[config.mk]
export PLATFORM = sky130hd
export DESIGN_NAME = mult_issue_queue
export DESIGN_NICKNAME = d
export VERILOG_FILES = /design/src/rtl/mult_issue_queue.sv
export SDC_FILE = /design/constraint.sdc
export NUM_CORES = 1
export LEC_CHECK = 0
export BUFFER_PORTS_ARGS = -buffer_cell sky130_fd_sc_hd__buf_2
export CORE_AREA = 8 8 118 120
export CTS_CLUSTER_SIZE = 25
export DETAILED_ROUTE_END_ITERATION = 16
export DIE_AREA = 0 0 126 128
export SETUP_SLACK_MARGIN = 0.3
export SYNTH_ARGS = -nofsm -noshare
export SYNTH_HDL_FRONTEND = slang
export SYNTH_SLANG_ARGS = --single-unit
[constraint.sdc]
create_clock -name clk -period 6.5 [get_ports clk]
set_clock_uncertainty 0.15 [all_clocks]
set_input_delay 0.325 -clock clk [delete_from_list [all_inputs] [get_ports clk]]
set_output_delay 0.325 -clock clk [all_outputs]
set_load 0.01 [all_outputs]
[src/rtl/mult_issue_queue.sv]
// Operand FIFO and issue controller in front of the add-loop multiplier, with a valid/ready result register.
// Optional build macro MULT_OPERAND_SWAP_EN issues the smaller operand as the loop count.
//
// state  | meaning
// S_IDLE | waiting for a queued pair, an idle multiplier and room in the result register
// S_BUSY | start issued; multiplier still echoing rdy from the start cycle
// S_WAIT | multiplier running; capture product when rdy returns
module mult_issue_queue #(
    parameter int DATA_WIDTH = 8,
    parameter int DEPTH      = 4
) (
    input  logic                      clk,
    input  logic                      rst_b,
    input  logic                      in_valid,
    output logic                      in_ready,
    input  logic [DATA_WIDTH-1:0]     in_a,
    input  logic [DATA_WIDTH-1:0]     in_b,
    output logic                      mul_start,
    output logic [DATA_WIDTH-1:0]     mul_a,
    output logic [DATA_WIDTH-1:0]     mul_b,
    input  logic                      mul_rdy,
    input  logic [2*DATA_WIDTH-1:0]   mul_p,
    output logic                      res_valid,
    input  logic                      res_ready,
    output logic [2*DATA_WIDTH-1:0]   res_p,
    output logic [$clog2(DEPTH):0]    level
);

    localparam int AW = $clog2(DEPTH);
    localparam int LW = AW + 1;

    typedef enum logic [1:0] {
        S_IDLE = 2'd0,
        S_BUSY = 2'd1,
        S_WAIT = 2'd2
    } state_t;

    state_t                    r_state;
    state_t                    w_state_nxt;

    logic [DATA_WIDTH-1:0]     r_mem_a [DEPTH];
    logic [DATA_WIDTH-1:0]     r_mem_b [DEPTH];
    logic [AW-1:0]             r_wr_ptr;
    logic [AW-1:0]             r_rd_ptr;
    logic [LW-1:0]             r_level;

    logic                      r_res_valid;
    logic [2*DATA_WIDTH-1:0]   r_res_p;

    logic                      w_push;
    logic                      w_pop;
    logic                      w_empty;
    logic                      w_full;
    logic                      w_issue;
    logic                      w_capture;
    logic [DATA_WIDTH-1:0]     w_head_a;
    logic [DATA_WIDTH-1:0]     w_head_b;

    assign w_full   = (r_level == LW'(DEPTH));
    assign w_empty  = (r_level == '0);
    assign w_push   = in_valid && !w_full;
    assign w_pop    = w_issue;
    assign w_head_a = r_mem_a[r_rd_ptr];
    assign w_head_b = r_mem_b[r_rd_ptr];

    // Storage is cleared on reset so the head reads 0 before the first push.
    always_ff @(posedge clk or negedge rst_b) begin
        if (!rst_b) begin
            for (int i = 0; i < DEPTH; i++) begin
                r_mem_a[i] <= '0;
                r_mem_b[i] <= '0;
            end
        end else if (w_push) begin
            r_mem_a[r_wr_ptr] <= in_a;
            r_mem_b[r_wr_ptr] <= in_b;
        end
    end

    always_ff @(posedge clk or negedge rst_b) begin
        if (!rst_b) begin
            r_wr_ptr <= '0;
            r_rd_ptr <= '0;
            r_level  <= '0;
        end else begin
            if (w_push) begin
                r_wr_ptr <= r_wr_ptr + AW'(1);
            end
            if (w_pop) begin
                r_rd_ptr <= r_rd_ptr + AW'(1);
            end
            case ({w_push, w_pop})
                2'b10:   r_level <= r_level + LW'(1);
                2'b01:   r_level <= r_level - LW'(1);
                default: r_level <= r_level;
            endcase
        end
    end

    always_ff @(posedge clk or negedge rst_b) begin
        if (!rst_b) begin
            r_state <= S_IDLE;
        end else begin
            r_state <= w_state_nxt;
        end
    end

    always_comb begin
        w_state_nxt = r_state;
        w_issue     = 1'b0;
        w_capture   = 1'b0;
        case (r_state)
            S_IDLE: begin
                if (!w_empty && mul_rdy && (!r_res_valid || res_ready)) begin
                    w_issue     = 1'b1;
                    w_state_nxt = S_BUSY;
                end
            end
            S_BUSY: begin
                // rdy seen here is the start-cycle echo; only its fall matters.
                if (!mul_rdy) begin
                    w_state_nxt = S_WAIT;
                end
            end
            S_WAIT: begin
                if (mul_rdy) begin
                    w_capture   = 1'b1;
                    w_state_nxt = S_IDLE;
                end
            end
            default: begin
                w_state_nxt = S_IDLE;
            end
        endcase
    end

    // A capture in the same cycle as a downstream accept wins and keeps valid high.
    always_ff @(posedge clk or negedge rst_b) begin
        if (!rst_b) begin
            r_res_valid <= 1'b0;
            r_res_p     <= '0;
        end else if (w_capture) begin
            r_res_valid <= 1'b1;
            r_res_p     <= mul_p;
        end else if (r_res_valid && res_ready) begin
            r_res_valid <= 1'b0;
        end
    end

`ifdef MULT_OPERAND_SWAP_EN
    logic w_swap;

    // Equal operands leave the pair as queued.
    assign w_swap = (w_head_b < w_head_a);
    assign mul_a  = w_swap ? w_head_b : w_head_a;
    assign mul_b  = w_swap ? w_head_a : w_head_b;
`else
    assign mul_a  = w_head_a;
    assign mul_b  = w_head_b;
`endif

    assign in_ready  = !w_full;
    assign mul_start = w_issue;
    assign res_valid = r_res_valid;
    assign res_p     = r_res_p;
    assign level     = r_level;

endmodule

[Yosys cells after proc, flatten, opt, wreduce, memory -nomap -nowiden]
Cells that the tools add are included.
Operators by class
  add/sub/neg operators: 4
  magnitude comparators: 3
  equal/unequal tests: 8
  muxes and demuxes: 21
  bitwise operators: 2
  reductions and logical operators: 14
Operator list (number)
  $bwmux W32: 2
  $mux W8: 5
  $bmux W8 S2: 2
  $demux W8 S2: 1
  $ge A3 B3 Y1 const B: 2
  $mux W1: 6
  $mux W2: 3
  $ne A2 B2 Y1 const B: 3
  $not A2 Y3: 2
  $pmux W2 S3: 1
  $pmux W3 S2: 1
  $logic_and A1 B1 Y1: 5
  $add A2 B1 Y2 const B: 2
  $eq A2 B1 Y1 const B: 2
  $eq A2 B2 Y1 const B: 2
  $reduce_bool A2 Y1: 2
  $add A3 B1 Y3 const B: 1
  $eq A3 B3 Y1 const B: 1
  $logic_not A1 Y1: 3
  $logic_not A3 Y1: 1
  $lt A3 B1 Y1 const B: 1
  $reduce_and A3 Y1: 1
  $sub A3 B1 Y3 const B: 1
  $logic_not A2 Y1: 1
  $logic_or A1 B1 Y1: 1
Word-level totals
  bits in registers: 90
  word-level logic and storage cells: 66

[Longest topological paths before layout]
  word-level depth: 8
  depth in mapped cells: 9

[Worst setup path after synthesis]
No wires, ideal clock.
  kind: reg-to-reg
  from: reg r_res_valid (netlist: res_valid)
  to: reg r_level[2] (netlist: level[2])
  setup time: 0.079 ns
  arrival time: 2.296 ns
  data required time: 6.271 ns
  setup slack: 3.974 ns
  stages on the path, launching flop included: 9
  path through: dfrtp_1 > nor2b_1 > nor4_1 > ha_1 > inv_1 > fa_1 > xor2_1 > nor2_1 > xor2_1
Between the ends
  longest elaborated chain between the ends: 7
  elaborated cells on any way between the ends: 9
  those cells by class: eq/ne: 2; mux: 3; reduce/logical: 4
RTL lines
  start, declared: RTL line 47  | logic r_res_valid;
  start signal, assigned: RTL line 139  | r_res_valid <= 1'b0;
  start signal, assigned: RTL line 142  | r_res_valid <= 1'b1;
  start signal, assigned: RTL line 145  | r_res_valid <= 1'b0;
  $logic_not A1 Y1 (*): RTL line 113  | if (!w_empty && mul_rdy && (!r_res_valid || res_ready)) begin
  $logic_or A1 B1 Y1 (*): RTL line 113
  $logic_and A1 B1 Y1 (*): RTL line 113
  $mux W1 (*): RTL line 113
  $mux W1 (*): RTL line 111  | case (r_state)
  net mul_start: RTL line 18  | output logic mul_start,
  $eq A2 B1 Y1 or $eq A2 B2 Y1 (tied branches): RTL line 91  | case ({w_push, w_pop})
  $pmux W3 S2 or $reduce_bool A2 Y1 (tied branches)
  end signal, assigned: RTL line 92  | 2'b10: r_level <= r_level + LW'(1);
  end signal, assigned: RTL line 93  | 2'b01: r_level <= r_level - LW'(1);
  end signal, assigned: RTL line 94  | default: r_level <= r_level;
  end, declared: RTL line 45  | logic [LW-1:0] r_level;
The timed path passes the listed nets; every way through them passes the cells marked *.
A chain may end at the register's enable or synchronous reset.

[Worst setup path after layout]
  from: reg r_rd_ptr[0]
  to: out mul_b[5]
Between the ends
  longest elaborated chain between the ends: 4
RTL lines
  start, declared: RTL line 44  | logic [AW-1:0] r_rd_ptr;
  start signal, assigned: RTL line 89  | r_rd_ptr <= r_rd_ptr + AW'(1);
  $not A2 Y3 (not written as such): RTL line 64  | assign w_head_b = r_mem_b[r_rd_ptr];
  $bmux W8 S2: RTL line 64
  $mux W8 (not written as such) (2 in series): RTL line 64
  end, declared: RTL line 20  | output logic [DATA_WIDTH-1:0] mul_b,
Every way passes these cells. The select of a mux whose other input is x is not followed.

==> out/metrics.csv <==
stage,metric,value,unit
outcome,outcome,"complete, no violations",
power,power_density,546,nW/um2
worst_setup_path,cp_slowest_cell,dfrtp_1,
die,io_pins,75,
power,peakVddDrop,0.218,mV
sta,slew_viol_final,0,
yosys,ys_seq_elements,90,
power,switching_power,0.000831,W
hold_path,hp-class,in2reg,
power,pwr-share-seq,0.395,
final_layout,diodes,0,
clocking,cts_tree,done,
place,port-buffer-count,74,
place,dpl_cell_area,4560,um2
die,dieWidth,126,um
final_layout,layout-drive-gt1-share,0.590,
die,start_util,0.337,
job,drv_cap,0,
die,coreArea,12200,um2
clocking,cts_setup_buffers,0,
global_routing,grt_max_degree,58,
routing,drc,0,
sta,max_freq,387,MHz
sta,min_period,2.58,ns
hold_path,hp-start,mul_rdy,
routing,dr.pass1.iters,4,
yosys,synth.distinct_cells,26,
final_layout,final_area,4860,um2
sta,slew_headroom,0.388,
power,internal-power,0.00182,W
yosys,async_reset_ff_frac,1.00,
clocking,clockBufferDepth,2,
worst_setup_path,cp.buffers_inverters,2,
power,pwr-share-comb,0.418,
final_layout,post-route-util,0.398,
sta,worst_hold_slack,0.0379,ns
worst_setup_path,worstSetupStartpoint,r_rd_ptr[0],
yosys,synth_edf_count,0,
worst_setup_path,critPathArrivalTime,2.11,ns
place,dp_hpwl,5650,um
worst_setup_path,timing.rr.start,r_state[0],
final_layout,area_growth,18.2,%
routing,totalWireLength,8480,um
power,p_leak,2.25,nW
worst_setup_path,max_stage_delay,0.72,ns
yosys,synth_common_cells,"dfrtp_1 (90), mux2_2 (41), mux2_4 (40)",
worst_setup_path,worstSetupPathType,reg2out,
yosys,syn_avg_cell_area,17.2,um2
routing,drtIter0Drc,139,
power,pwr-share-clk,0.187,
sta,rsz0062_at_grt,false,
power,p_sw_frac,0.313,
clocking,cts-buffers-inserted,9,
final_layout,instances_no_fill,472,
global_routing,antenna_found_initial,1,
worst_setup_path,critPathMaxFanout,10,
routing,wire_per_inst,18.0,um
routing,vias,2257,
sta,setup_viol,0,
die,row_count,41,
yosys,yosysTopAreaCell,dfrtp_1,
clocking,ctsHtreeMaxLevel,3,
clocking,cts.sinks,90,
routing,viasPerCell,4.78,
global_routing,grt_overflow,0,
yosys,syn_area,4110,um2
sta,period_share,0.397,
yosys,synthCells,239,
yosys,seq_area_frac_synth,0.548,
yosys,synthTopCellsByArea,"dfrtp_1 (55%), mux2_4 (15%), mux2_2 (11%)",
clocking,clk_latency,0.33,ns
yosys,synth-main-ff-cell,dfrtp_1,
final_layout,nets,360,
yosys,synth_top_area_share,0.548,
worst_setup_path,crit_family,flip-flops,
die,die_y,128,um
sta,worstMarginPinSlew,0.918,ns
worst_setup_path,end_kind,primary output,
yosys,yosys.cell_count.top_type,dfrtp_1,
yosys,ys_warn_count,0,
yosys,synth_nets,282,
global_routing,grt.total_usage,0.114,
place,dp_cells,455,
worst_setup_path,reg2reg_slack,4.05,ns
global_routing,grt_pass1_vias,2611,
worst_setup_path,crit_chain,"buf_4, mux4_2, buf_2",
die,die_area,16100,um2
worst_setup_path,cp_data_required_time,6.02,ns
sta,hold_viol,0,
clocking,cts_root_buffer,clkbuf_16,
worst_setup_path,worstSetupStartpointType,flop,
sta,setup_tns,0,ns
global_routing,grt_pass1_wl,14300,um
routing,detail-route-antenna-nets,0,
place,gp_congestion,0.653,
clocking,path_clk_slew,0.06,ns
## power groups by stage
stage,sequential (W),clock (W),combinational (W)
6_report,0.00105,0.000495,0.00111
5_1_grt,0.00109,0.000539,0.00121
4_1_cts,0.00105,0.000516,0.00114
3_5_place_dp,0.00106,0,0.00113
3_3_place_gp,0.00104,0,0.00111
2_1_floorplan,0.00100,0,0.000858
## layer usage
metal | GRT usage | wire, um | vias up | part of all wire
met3 | 0.0458 | 392 | 7 | 0.046
met2 | 0.172 | 3990 | 49 | 0.47
met1 | 0.148 | 4010 | 1186 | 0.47
met5 | 0 | 13 | - | 0.0015
met4 | 0.0318 | 65 | 2 | 0.0077
li1 | - | - | 1013 | -
## cell families (layout without fill, tap and decap cells)
group | count (synthesis) | count (layout) | synth area share
AO/OA/AOI/OAI | 1 | 1 | 0.00122
adder cells (fa/ha/maj) | 6 | 6 | 0.0201
flip-flops | 90 | 90 | 0.548
AND/OR/NAND/NOR | 18 | 18 | 0.0256
XOR/XNOR | 7 | 7 | 0.0149
buffers and inverters | 19 | 102 | 0.0414
multiplexers | 98 | 98 | 0.349
## stage by stage
stage	setup WS (ns)	total power (W)
after floorplan	3.97	0.00186
final	3.92	0.00265
after CTS	3.81	0.00271
after global placement	4.17	0.00215
after global routing	3.75	0.00284
after detailed placement	4.04	0.00219
## final cells by class
class | count | area [um2]
multi-input cells | 130 | 1690
inverters | 5 | 18.8
clock inverters | 1 | 7.51
clock buffers | 15 | 278
repair buffers | 81 | 428
well taps | 150 | 188
fillers | 1150 | 7350
flip-flops and latches | 90 | 2250
## state kept, by name, indices dropped and copies added, names as in the netlist
| register | flops |
|---|---|
| level | 3 |
| r_state | 2 |
| r_mem_a | 32 |
| r_rd_ptr | 2 |
| r_wr_ptr | 2 |
| res_valid | 1 |
| res_p | 16 |
| r_mem_b | 32 |
## path summary, 6_finish.rpt
path / to / cells after the start
max reg2reg: level[2] / 8
min: r_state[1] / 2
min reg2reg: res_p[13] / 1
max in group asynchronous: r_rd_ptr[1] / 3
min in group asynchronous: r_mem_b[27] / 2
max: mul_b[5] / 3
## what timing repair did
action | 4_1_cts | 5_1_grt
hold endpoints to repair | 33 | 0
hold buffers | 1 | 0
resized for setup | 0 | 0
## cell usage in the layout, fill, tap and decap left out, types with 4 or more instances in the layout
master     count
mux4_2        16
buf_4          7
buf_2         73
ha_1           5
xor2_1         4
and3_1         4
dfrtp_1       90
mux2_4        40
inv_1          5
mux2_2        41
clkbuf_16      9
No activity file was read; power rests on OpenSTA's default activity.
